[src/rtl/regfile_rmw_arbiter_pkg.sv]
// Shared encodings for the register-file read-modify-write arbiter:
// op codes, FSM state type and default widths.
package rf_arb_pkg;

    localparam int unsigned DEF_DATA_W = 8;
    localparam int unsigned DEF_ADDR_W = 1;

    localparam logic OP_WRITE = 1'b0;
    localparam logic OP_ADD   = 1'b1;

    typedef enum logic [1:0] {
        IDLE,
        READ,
        WRITE,
        DONE
    } state_t;

endpackage

[src/rtl/regfile_rmw_arbiter_if.sv]
// Requester and register-file signals of the RMW arbiter; slave = arbiter side,
// master = requesters plus register file.
interface regfile_rmw_arbiter_if
    import rf_arb_pkg::*;
#(
    parameter int unsigned DATA_W = DEF_DATA_W,
    parameter int unsigned ADDR_W = DEF_ADDR_W
);

    logic              req0_valid;
    logic              req0_op;
    logic [ADDR_W-1:0] req0_addr;
    logic [DATA_W-1:0] req0_data;
    logic              req0_ready;
    logic              req0_done;
    logic [DATA_W-1:0] req0_result;

    logic              req1_valid;
    logic              req1_op;
    logic [ADDR_W-1:0] req1_addr;
    logic [DATA_W-1:0] req1_data;
    logic              req1_ready;
    logic              req1_done;
    logic [DATA_W-1:0] req1_result;

    logic [ADDR_W-1:0] rf_read_register;
    logic [DATA_W-1:0] rf_read_data;
    logic              rf_write_enable;
    logic [ADDR_W-1:0] rf_write_register;
    logic [DATA_W-1:0] rf_write_data;

    logic              busy;

    modport slave (
        input  req0_valid, req0_op, req0_addr, req0_data,
        output req0_ready, req0_done, req0_result,
        input  req1_valid, req1_op, req1_addr, req1_data,
        output req1_ready, req1_done, req1_result,
        output rf_read_register,
        input  rf_read_data,
        output rf_write_enable, rf_write_register, rf_write_data,
        output busy
    );

    modport master (
        output req0_valid, req0_op, req0_addr, req0_data,
        input  req0_ready, req0_done, req0_result,
        output req1_valid, req1_op, req1_addr, req1_data,
        input  req1_ready, req1_done, req1_result,
        input  rf_read_register,
        output rf_read_data,
        input  rf_write_enable, rf_write_register, rf_write_data,
        input  busy
    );

endinterface

[src/rtl/regfile_rmw_arbiter_rr.sv]
// Two-way round-robin grant with a last-grant pointer; reset favours requester 0.
module rr_arbiter2 (
    input  logic       clock,
    input  logic       reset,
    input  logic [1:0] valid,
    input  logic       accept,
    output logic [1:0] grant
);

    // Index that wins when both requesters are valid.
    logic prio_q;
    logic prio_d;

    always_comb begin
        grant = 2'b00;
        case (valid)
            2'b01:   grant = 2'b01;
            2'b10:   grant = 2'b10;
            2'b11:   grant = prio_q ? 2'b10 : 2'b01;
            default: grant = 2'b00;
        endcase
    end

    always_comb begin
        prio_d = prio_q;
        if (accept) begin
            prio_d = grant[0];
        end
    end

    always_ff @(posedge clock) begin
        if (reset) begin
            prio_q <= 1'b0;
        end else begin
            prio_q <= prio_d;
        end
    end

endmodule

[src/rtl/regfile_rmw_arbiter.sv]
// Two-requester read-modify-write arbiter in front of a register file.
// Define RMW_ARB_SATURATE_EN to make ADD saturate at all-ones instead of wrapping.
module regfile_rmw_arbiter
    import rf_arb_pkg::*;
#(
    parameter int unsigned DATA_W = DEF_DATA_W,
    parameter int unsigned ADDR_W = DEF_ADDR_W
) (
    input  logic                  clock,
    input  logic                  reset,
    regfile_rmw_arbiter_if.slave  bus
);

    state_t            state_q, state_d;
    logic              op_q, op_d;
    logic [ADDR_W-1:0] addr_q, addr_d;
    logic [DATA_W-1:0] data_q, data_d;
    logic              owner_q, owner_d;
    logic [DATA_W-1:0] rdata_q, rdata_d;

    logic [1:0]        grant;
    logic              accept;
    logic [DATA_W:0]   sum_wide;
    logic [DATA_W-1:0] add_value;

    // Grants are only offered in IDLE and never while reset is high.
    assign accept = (state_q == IDLE) && !reset && (grant != 2'b00);

    rr_arbiter2 u_rr (
        .clock  (clock),
        .reset  (reset),
        .valid  ({bus.req1_valid, bus.req0_valid}),
        .accept (accept),
        .grant  (grant)
    );

    always_ff @(posedge clock) begin
        if (reset) begin
            state_q <= IDLE;
        end else begin
            state_q <= state_d;
        end
    end

    always_comb begin
        state_d = state_q;
        case (state_q)
            IDLE:    if (accept) state_d = READ;
            READ:    state_d = WRITE;
            WRITE:   state_d = DONE;
            DONE:    state_d = IDLE;
            default: state_d = IDLE;
        endcase
    end

    always_comb begin
        op_d    = op_q;
        addr_d  = addr_q;
        data_d  = data_q;
        owner_d = owner_q;
        rdata_d = rdata_q;
        if (accept) begin
            owner_d = grant[1];
            op_d    = grant[1] ? bus.req1_op   : bus.req0_op;
            addr_d  = grant[1] ? bus.req1_addr : bus.req0_addr;
            data_d  = grant[1] ? bus.req1_data : bus.req0_data;
        end
        if (state_q == READ) begin
            rdata_d = bus.rf_read_data;
        end
    end

    always_ff @(posedge clock) begin
        if (reset) begin
            op_q    <= OP_WRITE;
            addr_q  <= '0;
            data_q  <= '0;
            owner_q <= 1'b0;
            rdata_q <= '0;
        end else begin
            op_q    <= op_d;
            addr_q  <= addr_d;
            data_q  <= data_d;
            owner_q <= owner_d;
            rdata_q <= rdata_d;
        end
    end

    always_comb begin
        sum_wide = {1'b0, rdata_q} + {1'b0, data_q};
`ifdef RMW_ARB_SATURATE_EN
        add_value = sum_wide[DATA_W] ? '1 : sum_wide[DATA_W-1:0];
`else
        add_value = sum_wide[DATA_W-1:0];
`endif
    end

    // Outputs are forced low for the whole reset cycle, including mid-operation.
    always_comb begin
        bus.req0_ready        = 1'b0;
        bus.req1_ready        = 1'b0;
        bus.req0_done         = 1'b0;
        bus.req1_done         = 1'b0;
        bus.req0_result       = '0;
        bus.req1_result       = '0;
        bus.rf_read_register  = '0;
        bus.rf_write_enable   = 1'b0;
        bus.rf_write_register = '0;
        bus.rf_write_data     = '0;
        bus.busy              = 1'b0;
        if (!reset) begin
            bus.busy = (state_q != IDLE);
            case (state_q)
                IDLE: begin
                    bus.req0_ready = grant[0];
                    bus.req1_ready = grant[1];
                end
                READ: begin
                    bus.rf_read_register = addr_q;
                end
                WRITE: begin
                    bus.rf_write_enable   = 1'b1;
                    bus.rf_write_register = addr_q;
                    bus.rf_write_data     = (op_q == OP_ADD) ? add_value : data_q;
                end
                DONE: begin
                    if (owner_q) begin
                        bus.req1_done   = 1'b1;
                        bus.req1_result = rdata_q;
                    end else begin
                        bus.req0_done   = 1'b1;
                        bus.req0_result = rdata_q;
                    end
                end
                default: ;
            endcase
        end
    end

endmodule
[src/flat_wrapper.sv]
// flat-port wrapper written by rule: the top's interface ports become plain ports
module regfile_rmw_arbiter_flat import rf_arb_pkg::*;
#(
    parameter int unsigned DATA_W = DEF_DATA_W,
    parameter int unsigned ADDR_W = DEF_ADDR_W
)
  (clock, reset, bus_req0_valid, bus_req0_op, bus_req0_addr, bus_req0_data, bus_req0_ready, bus_req0_done, bus_req0_result, bus_req1_valid, bus_req1_op, bus_req1_addr, bus_req1_data, bus_req1_ready, bus_req1_done, bus_req1_result, bus_rf_read_register, bus_rf_read_data, bus_rf_write_enable, bus_rf_write_register, bus_rf_write_data, bus_busy);
  regfile_rmw_arbiter_if #(.DATA_W(DATA_W), .ADDR_W(ADDR_W)) bus_i ();
  input  logic clock;
  input  logic reset;
  input wire logic [$bits(bus_i.req0_valid)-1:0] bus_req0_valid;
  input wire logic [$bits(bus_i.req0_op)-1:0] bus_req0_op;
  input wire logic [$bits(bus_i.req0_addr)-1:0] bus_req0_addr;
  input wire logic [$bits(bus_i.req0_data)-1:0] bus_req0_data;
  output wire logic [$bits(bus_i.req0_ready)-1:0] bus_req0_ready;
  output wire logic [$bits(bus_i.req0_done)-1:0] bus_req0_done;
  output wire logic [$bits(bus_i.req0_result)-1:0] bus_req0_result;
  input wire logic [$bits(bus_i.req1_valid)-1:0] bus_req1_valid;
  input wire logic [$bits(bus_i.req1_op)-1:0] bus_req1_op;
  input wire logic [$bits(bus_i.req1_addr)-1:0] bus_req1_addr;
  input wire logic [$bits(bus_i.req1_data)-1:0] bus_req1_data;
  output wire logic [$bits(bus_i.req1_ready)-1:0] bus_req1_ready;
  output wire logic [$bits(bus_i.req1_done)-1:0] bus_req1_done;
  output wire logic [$bits(bus_i.req1_result)-1:0] bus_req1_result;
  output wire logic [$bits(bus_i.rf_read_register)-1:0] bus_rf_read_register;
  input wire logic [$bits(bus_i.rf_read_data)-1:0] bus_rf_read_data;
  output wire logic [$bits(bus_i.rf_write_enable)-1:0] bus_rf_write_enable;
  output wire logic [$bits(bus_i.rf_write_register)-1:0] bus_rf_write_register;
  output wire logic [$bits(bus_i.rf_write_data)-1:0] bus_rf_write_data;
  output wire logic [$bits(bus_i.busy)-1:0] bus_busy;
  assign bus_i.req0_valid = bus_req0_valid;
  assign bus_i.req0_op = bus_req0_op;
  assign bus_i.req0_addr = bus_req0_addr;
  assign bus_i.req0_data = bus_req0_data;
  assign bus_req0_ready = bus_i.req0_ready;
  assign bus_req0_done = bus_i.req0_done;
  assign bus_req0_result = bus_i.req0_result;
  assign bus_i.req1_valid = bus_req1_valid;
  assign bus_i.req1_op = bus_req1_op;
  assign bus_i.req1_addr = bus_req1_addr;
  assign bus_i.req1_data = bus_req1_data;
  assign bus_req1_ready = bus_i.req1_ready;
  assign bus_req1_done = bus_i.req1_done;
  assign bus_req1_result = bus_i.req1_result;
  assign bus_rf_read_register = bus_i.rf_read_register;
  assign bus_i.rf_read_data = bus_rf_read_data;
  assign bus_rf_write_enable = bus_i.rf_write_enable;
  assign bus_rf_write_register = bus_i.rf_write_register;
  assign bus_rf_write_data = bus_i.rf_write_data;
  assign bus_busy = bus_i.busy;
  regfile_rmw_arbiter #(.DATA_W(DATA_W), .ADDR_W(ADDR_W)) u_core (.clock(clock), .reset(reset), .bus(bus_i));
endmodule
[config.mk]
export PLATFORM = sky130hd
export DESIGN_NAME = regfile_rmw_arbiter_flat
export DESIGN_NICKNAME = d
export VERILOG_FILES = /design/src/rtl/regfile_rmw_arbiter_pkg.sv /design/src/rtl/regfile_rmw_arbiter_if.sv /design/src/rtl/regfile_rmw_arbiter_rr.sv /design/src/rtl/regfile_rmw_arbiter.sv /design/src/flat_wrapper.sv
export SDC_FILE = /design/constraint.sdc
export NUM_CORES = 1
export LEC_CHECK = 0
export CORE_ASPECT_RATIO = 1.75
export CORE_MARGIN = 8
export CORE_UTILIZATION = 45
export DETAILED_ROUTE_END_ITERATION = 8
export PLACE_DENSITY = 0.84
export SLEW_MARGIN = 20
export SYNTH_ARGS = -nofsm -noshare
export SYNTH_HDL_FRONTEND = slang
export SYNTH_SLANG_ARGS = --single-unit
[constraint.sdc]
create_clock -name clock -period 4 [get_ports clock]
set_input_delay 0.4 -clock clock [delete_from_list [all_inputs] [get_ports clock]]
set_output_delay 0.4 -clock clock [all_outputs]
set_load 0.01 [all_outputs]
After elaboration in Yosys (flattened, before gate mapping)
Cells that the tools add are included.
{ "word_totals": {"in_bits": 32, "register_bits": 22, "word_cells": 54, "out_inout_bits": 32} }
{ "classes": {"reduce_logical": 6, "n_eq_ne": 7, "mux": 33, "addsub": 1} }
{ "ops": {"columns": ["op", "count"], "rows": [
  ["$mux W8", 10],
  ["$mux W1", 19],
  ["$add A8 B8 Y8", 1],
  ["$eq A2 B2 Y1 const B", 4],
  ["$pmux W2 S4", 1],
  ["$pmux W2 S3", 1],
  ["$eq A2 B1 Y1 const B", 2],
  ["$mux W2", 2],
  ["$reduce_bool A2 Y1", 2],
  ["$logic_and A1 B1 Y1", 2],
  ["$logic_not A2 Y1", 1],
  ["$ne A2 B1 Y1 const B", 1],
  ["$logic_not A1 Y1", 1]
]} }

Longest topological paths before layout
Gate-level depths: netlist of the first run.
{ "depth": {"ltp_word": 6, "ltp_mapped": 8, "depth_no_buf": 8} }

By module
A second synthesis of the first run with hierarchy kept.
{ "hier_totals": {"cells_unflattened": 192, "hier_area_um2": 1637.8} }
{ "by_module_without_submodules": {"columns": ["mod", "seq_area_each_um2", "cells_per_inst", "area_each_um2", "n_inst"], "rows": [
  ["regfile_rmw_arbiter", 420.4, 185, 1570.3, 1],
  ["rr_arbiter2", 20.0, 7, 67.6, 1]
]} }

Least setup slack after synthesis of the first run
Ideal clock, no wire load.
{ "synth_path": {"kind": "register to output", "from": "register u_core.rdata_q[0]", "to": "output bus_rf_write_data[4]", "path_stages_with_launch": 9, "slack_ns": 1.843, "required_time_ns": 3.600, "path_buffers": 0, "arrival_time_ns": 1.757, "cell_sequence": "dfxtp_1 > ha_1 > inv_1 > fa_1 > nor2b_1 > o21a_1 > nor3_1 > or3_1 > a21oi_1"} }
{ "synth_between": {"elab_chain_len": 4} }
{ "synth_lines": {"columns": ["item", "line_no", "source"], "rows": [
  ["start, declared", "regfile_rmw_arbiter.sv:19", "logic [DATA_W-1:0] rdata_q, rdata_d;"],
  ["start signal, assigned", "regfile_rmw_arbiter.sv:85", "rdata_q <= rdata_d;"],
  ["$add A8 B8 Y8", "regfile_rmw_arbiter.sv:90", "sum_wide = {1'b0, rdata_q} + {1'b0, data_q};"],
  ["$mux W8", "regfile_rmw_arbiter.sv:124", "bus.rf_write_data = (op_q == OP_ADD) ? add_value : data_q;"],
  ["$mux W8", "regfile_rmw_arbiter.sv:113", "case (state_q)"],
  ["$mux W8", "regfile_rmw_arbiter.sv:111", "if (!reset) begin"],
  ["end, declared", "flat_wrapper.sv:29", "output wire logic [$bits(bus_i.rf_write_data)-1:0] bus_rf_write_data;"]
]} }
Every way passes these cells.

Final worst setup path of the first run
{ "layout_path": {"from": "input reset", "to": "output bus_rf_write_data[6]"} }
{ "layout_between": {"elab_chain_len": 1} }
{ "layout_lines": {"columns": ["item", "line_no", "source"], "rows": [
  ["start, declared", "flat_wrapper.sv:10", "input logic reset;"],
  ["$mux W8", "regfile_rmw_arbiter.sv:111", null]
]} }
Every way passes these cells.

==> results of run 1 <==
layout make-up:
class / instances / area (um2)
timing repair buffer: 65 / 646
clock buffer: 4 / 55.1
inverter: 10 / 37.5
sequential: 22 / 440
fill: 302 / 1070
multi-input combinational: 141 / 990
tap: 45 / 56.3
registers in the layout, summed over array words and instances, names as in the netlist:
| register | count |
|---|---|
| u_core.data_q | 8 |
| u_core.rdata_q | 8 |
| u_core.state_q | 2 |
| u_core.addr_q | 1 |
| u_core.op_q | 1 |
| u_core.owner_q | 1 |
| u_core.u_rr.prio_q | 1 |
cells in the final DEF, fill, tap and decap left out, types with 2 or more instances in the layout:
cell / n
a21oi_1: 7
nor3b_1: 2
a311o_1: 2
dfxtp_1: 22
inv_1: 9
buf_4: 2
a211oi_1: 2
o21a_1: 2
o21ai_0: 13
clkdlybuf4s50_1: 63
nor2b_1: 3
nor3_1: 5
xnor2_1: 2
and2_1: 17
nand2_1: 4
o21bai_1: 2
ha_1: 11
nand3_1: 14
nor4_1: 2
clkbuf_8: 4
and3_1: 2
mux2i_1: 22
nor2_1: 16
through the flow:
step	worst slack (ns)	util, %	cell area, um2	hold WS [ns]
floorplan	1.84	-	1500	0.450
global placement	0.930	65.9	2170	0.475
detailed placement	0.890	65.9	2170	0.488
CTS	0.884	67.6	2220	0.503
global route	0.703	67.6	2220	0.526
finish	0.887	67.6	2220	0.500
power by group through the flow:
| stage | logic (mW) | clock network, mW | registers [mW] |
|---|---|---|---|
| after global placement | 0.362 | 0 | 0.344 |
| after CTS | 0.375 | 0.160 | 0.344 |
| final | 0.372 | 0.158 | 0.345 |
| after floorplan | 0.268 | 0 | 0.316 |
| after detailed placement | 0.370 | 0 | 0.347 |
| after global routing | 0.415 | 0.172 | 0.354 |
tightest hold or removal path: stages (launching register included):
cell and delay, ns:
dfxtp_1 0.33, nand3_1 0.06, o21ai_0 0.06
final timing paths:
kind / end / slack [ns] / cells past startpoint
max: bus_rf_write_data[6] / 0.89 / 7
min: u_core.data_q[5] / 0.50 / 2
max reg2reg: u_core.owner_q / 2.31 / 7
min reg2reg: u_core.data_q[5] / 0.50 / 2
cell families after synthesis:
group / synth area share, %
xor gates and xnor gates: 1.16
and+or+nand+nor: 25.2
AOI/OAI and AO/OA: 14.3
DFF: 29.3
muxes: 14.6
buffers and inverters: 4.91
adders and majority gates: 10.5
per-layer routing:
metal	routed length, um	part of all wire [%]
met5	0	0
met3	182	4.2
met1	1570	37
met4	73	1.7
met2	2470	57
==> run_results.csv, run 1 <==
group,metric,value,unit
die,num_rows,28,
logic_synthesis,synthesis.area,1500,um2
worst_setup_path,worst-setup-path-type,"in -> out",
timing,fmax,0.321,GHz
worst_setup_path,worstPathMaxFanout,14,
detailed_routing,ant_nets,0,
logic_synthesis,synth_area_leaders,"dfxtp_1 (29%), mux2i_1 (15%), ha_1 (9.2%)",
worst_setup_path,critPathLaunchType,"input pin",
power,power.leakage,0.923,nW
cts,h-tree-depth,1,
logic_synthesis,synth_common_cells,"dfxtp_1 (22), mux2i_1 (22), and2_1 (17)",
worst_setup_path,crit_slowest_cell,"clkdlybuf4s50_1",
power,power.density,393,nW/um2
global_routing,grt_overflow,0,
final_layout,drive_gt1_share,3.72,%
cts,path_clk_slew,0.07,ns
worst_setup_path,arrival,2.71,ns
logic_synthesis,yosysWarnings,0,
logic_synthesis,synth_ff_type,"dfxtp_1",
placed_design,port_buffers,63,
power,switching_share,37.5,%
timing,tightest_slew,0.840,ns
worst_setup_path,r2r-start,"u_core.state_q[0]",
cts,clockBufferDepth,2,
logic_synthesis,synth_top_area_share,29.3,%
timing,setup-violations-final,0,
cts,holdBufCountCts,0,
logic_synthesis,synth_seq_cells,22,
flow_run,max-cap-violations,0,
die,fp.dieArea,5520,um2
die,num_io_pins,64,
logic_synthesis,async_flop_share,0,%
timing,grt_setup_unrepaired,"no",
logic_synthesis,yosysTopAreaCell,"dfxtp_1",
detailed_routing,detail_route.iter0.violations,40,
power,seq_power_share,39.4,%
detailed_routing,viasPerCell,5.26,
worst_setup_path,cp_top_family,"buffers and inverters",
global_routing,busiest_layer,"met2",
final_layout,fin_nets,287,
final_layout,diodes,0,
timing,fin_crit,3.11,ns
global_routing,grt_usage,16.2,%
logic_synthesis,ys_types,36,
placed_design,finalWeightedCongestion,0.817,
cts,cts_sinks,22,
logic_synthesis,ys_seq_area_share,29.3,%
global_routing,use_met3,2.22,%
hold_path,min_from,"u_core.data_q[5]",
power,power.internal,0.546,mW
placed_design,dp_hpwl,3.54,mm
timing,finClkSkew,0.00107,ns
worst_setup_path,slowest_delay,0.75,ns
global_routing,grt_pass1_vias,1572,
logic_synthesis,avgSynthCellArea,8.31,um2
timing,max_slew_margin,43.9,%
timing,min_period_over_period,77.8,%
global_routing,grt_pass1_wl,7.04,mm
logic_synthesis,synth_edf_count,0,
power,ir_drop,0.301,mV
worst_setup_path,crit_chain,"clkdlybuf4s50_1 -> inv_2 -> nand2_2 -> inv_1 -> a32o_1 -> a211o_1 -> clkdlybuf4s50_1",
worst_setup_path,required,3.60,ns
die,fp.dieW,59.7,um
global_routing,antenna_found_initial,0,
cts,numCtsBuffers,3,
run_status,status,"complete, no violations",
detailed_routing,wirelength,4.30,mm
timing,drv_slew,0,
hold_path,holdCritPathClass,"reg -> reg",
global_routing,met2_usage,32.0,%
power,p_total,0.875,mW
final_layout,area_growth,47.9,%
die,start_util,45.7,%
cts,cts_tree,"done",
cts,cts_resized,0,
timing,final.setup.tns,0,ns
detailed_routing,via_count,1511,
global_routing,grt_max_degree,27,
power,comb_power_share,42.6,%
final_layout,final_cell_count_no_fill,287,
cts,insertion_delay,0.26,ns
detailed_routing,drc,0,
die,fp.dieH,92.5,um
logic_synthesis,synth_cells,181,
detailed_routing,wl_per_cell,15.0,um
worst_setup_path,cp_common_cell,"clkdlybuf4s50_1",
timing,finalHoldViolCount,0,
worst_setup_path,startpoint,"reset",
worst_setup_path,worst-path-buf-inv,4,
worst_setup_path,setup.worst_path.end_class,"output pin",
detailed_routing,first_pass_iters,4,
cts,clockRootBuffer,"clkbuf_8",
cts,post_cts_buffers,0,
die,core_region_area,3290,um2
global_routing,grtUsageMet1,15.3,%
power,clkPwrFrac,18.0,%
power,netSwitchingPower,0.328,mW
logic_synthesis,syn-num-nets,225,
placed_design,dp.cells,283,
(Power assumes the default switching activity.)
==> run 2: changes to the inputs <==
--- a/config.mk
+++ b/config.mk
@@ -7,9 +7,9 @@
 export LEC_CHECK = 0
 export CORE_ASPECT_RATIO = 1.75
 export CORE_MARGIN = 8
-export CORE_UTILIZATION = 45
+export CORE_UTILIZATION = 38
 export DETAILED_ROUTE_END_ITERATION = 8
-export PLACE_DENSITY = 0.84
+export PLACE_DENSITY = 0.76
 export SLEW_MARGIN = 20
 export SYNTH_ARGS = -nofsm -noshare
 export SYNTH_HDL_FRONTEND = slang
==> constraint.sdc (replaced) <==
create_clock -name clock -period 2.57 [get_ports clock]
set_input_delay 0.257 -clock clock [delete_from_list [all_inputs] [get_ports clock]]
set_output_delay 0.257 -clock clock [all_outputs]
set_load 0.01 [all_outputs]
==> run_results.csv, run 2 (synthesis gave the netlist of run 1 again) <==
group,metric,value,unit
cts,insertion_delay,0.26,ns
timing,tightest_slew,0.437,ns
detailed_routing,viasPerCell,4.99,
die,fp.dieArea,6310,um2
worst_setup_path,critPathLaunchType,"flop",
worst_setup_path,setup.worst_path.end_class,"output pin",
final_layout,reg_top3,"u_core.data_q x8, u_core.rdata_q x8, u_core.state_q x2",
timing,min_period_over_period,97.7,%
timing,finalHoldViolCount,0,
cts,cts_tree,"done",
global_routing,grt_max_degree,21,
final_layout,final_cell_mix,"clkdlybuf4s50_1 (59), mux2i_1 (22), dfxtp_1 (19)",
placed_design,dp_slack,0.0216,ns
worst_setup_path,worstPathMaxFanout,5,
global_routing,grt_pass1_wl,7.07,mm
cts,h-tree-depth,1,
hold_path,holdCritPathClass,"reg -> reg",
timing,setup-violations-final,0,
die,num_rows,30,
run_status,status,"complete, no violations",
die,fp.dieH,99.2,um
placed_design,port_buffers,63,
global_routing,grt_overflow,0,
flow_run,max-cap-violations,0,
final_layout,utilization,60.7,%
cts,numCtsBuffers,3,
timing,fin_crit,2.51,ns
global_routing,grt_usage,13.6,%
cts,cts_sinks,22,
final_layout,layout_commonest_cell,"clkdlybuf4s50_1",
detailed_routing,via_count,1502,
detailed_routing,drc,0,
worst_setup_path,worst-setup-path-type,"reg -> out",
final_layout,diodes,0,
detailed_routing,first_pass_iters,4,
global_routing,antenna_found_initial,0,
timing,fmax,0.398,GHz
cts,path_clk_slew,0.08,ns
timing,setup_ws,0.0594,ns
die,fp.dieW,63.6,um
detailed_routing,ant_nets,0,
timing,max_slew_margin,70.8,%
global_routing,grt_pass1_vias,1555,
worst_setup_path,required,2.31,ns
cts,clockRootBuffer,"clkbuf_8",
final_layout,drive_gt1_share,11.1,%
timing,drv_slew,0,
power,power.leakage,0.991,nW
die,start_util,39.3,%
final_layout,area_growth,54.6,%
worst_setup_path,arrival,2.25,ns
power,power.density,603,nW/um2
die,core_region_area,3830,um2
placed_design,finalWeightedCongestion,0.798,
timing,finClkSkew,0.00500,ns
die,num_io_pins,64,
final_layout,fin_nets,298,
cts,clockBufferDepth,2,
placed_design,dp_hpwl,3.54,mm
detailed_routing,wirelength,4.21,mm
detailed_routing,detail_route.iter0.violations,26,
power,ir_drop,0.482,mV
detailed_routing,wl_per_cell,14.0,um
==> run 2: worst max-delay path, cell delays in order, from the launching register on <==
cell	delay, ns
dfxtp_1	0.35
ha_1	0.34
a211oi_2	0.30
o21bai_1	0.12
a21oi_1	0.20
nor4_1	0.07
a311o_1	0.32
dlygate4sd2_1	0.29
==> run 2: worst paths after layout <==
path	start	to	slack, ns	depth (start not counted)
worst max register to register	u_core.state_q[0]	u_core.op_q	0.94	7
worst min register to register	u_core.addr_q	u_core.addr_q	0.50	2
worst min-delay path	u_core.addr_q	u_core.addr_q	0.50	2
worst max-delay path	u_core.rdata_q[1]	bus_rf_write_data[5]	0.06	7
==> run 2: power breakdown <==
| part | switching [mW] | total, mW | internal, mW |
|---|---|---|---|
| Sequential | 0.0901 | 0.524 | 0.434 |
| Clock | 0.108 | 0.245 | 0.136 |
| Combinational | 0.310 | 0.632 | 0.322 |
| Total | 0.509 | 1.40 | 0.893 |
==> run 2: area by class of cell <==
class / count / area [um2]
Sequential cell: 22 / 447
Clock buffer: 4 / 55.1
Fill cell: 366 / 1500
Timing Repair Buffer: 76 / 716
Tap cell: 48 / 60.1
Multi-Input combinational cell: 141 / 1010
Inverter: 10 / 37.5
==> run 2: layer usage <==
metal	track usage [%]	routed length [um]	vias to the layer above
li1	-	-	781
met1	13.8	1640	682
met2	25.4	2310	33
met3	2.48	146	6
met4	7.08	111	0
met5	0	0	-
==> run 2: what timing repair did <==
item,4_1_cts,5_1_grt
resized for setup,8,9
pin swaps,0,2
hold buffers,0,0
buffers inserted,0,0
setup endpoints to repair,4,3
==> run 2: per-stage QoR <==
step / power [mW] / instances / setup TNS, ns / hold slack (ns) / cell area, um2
2_1_floorplan: 0.908 / 181 / 0 / 0.336 / 1500
3_3_place_gp: 1.14 / 297 / 0 / 0.481 / 2260
3_5_place_dp: 1.15 / 297 / 0 / 0.488 / 2260
4_1_cts: 1.40 / 301 / 0 / 0.489 / 2320
5_1_grt: 1.51 / 301 / -0.0445 / 0.539 / 2320
6_report: 1.40 / 301 / 0 / 0.501 / 2320
==> run 3: changes to the inputs <==
--- a/config.mk
+++ b/config.mk
@@ -8,9 +8,9 @@
 export CORE_ASPECT_RATIO = 1.75
 export CORE_MARGIN = 8
 export CORE_UTILIZATION = 38
+export CTS_CLUSTER_SIZE = 10
 export DETAILED_ROUTE_END_ITERATION = 8
 export PLACE_DENSITY = 0.76
-export SLEW_MARGIN = 20
 export SYNTH_ARGS = -nofsm -noshare
 export SYNTH_HDL_FRONTEND = slang
 export SYNTH_SLANG_ARGS = --single-unit
==> results of run 3 <==
No change in the layout: final DEF, timing and power equal those of run 2.
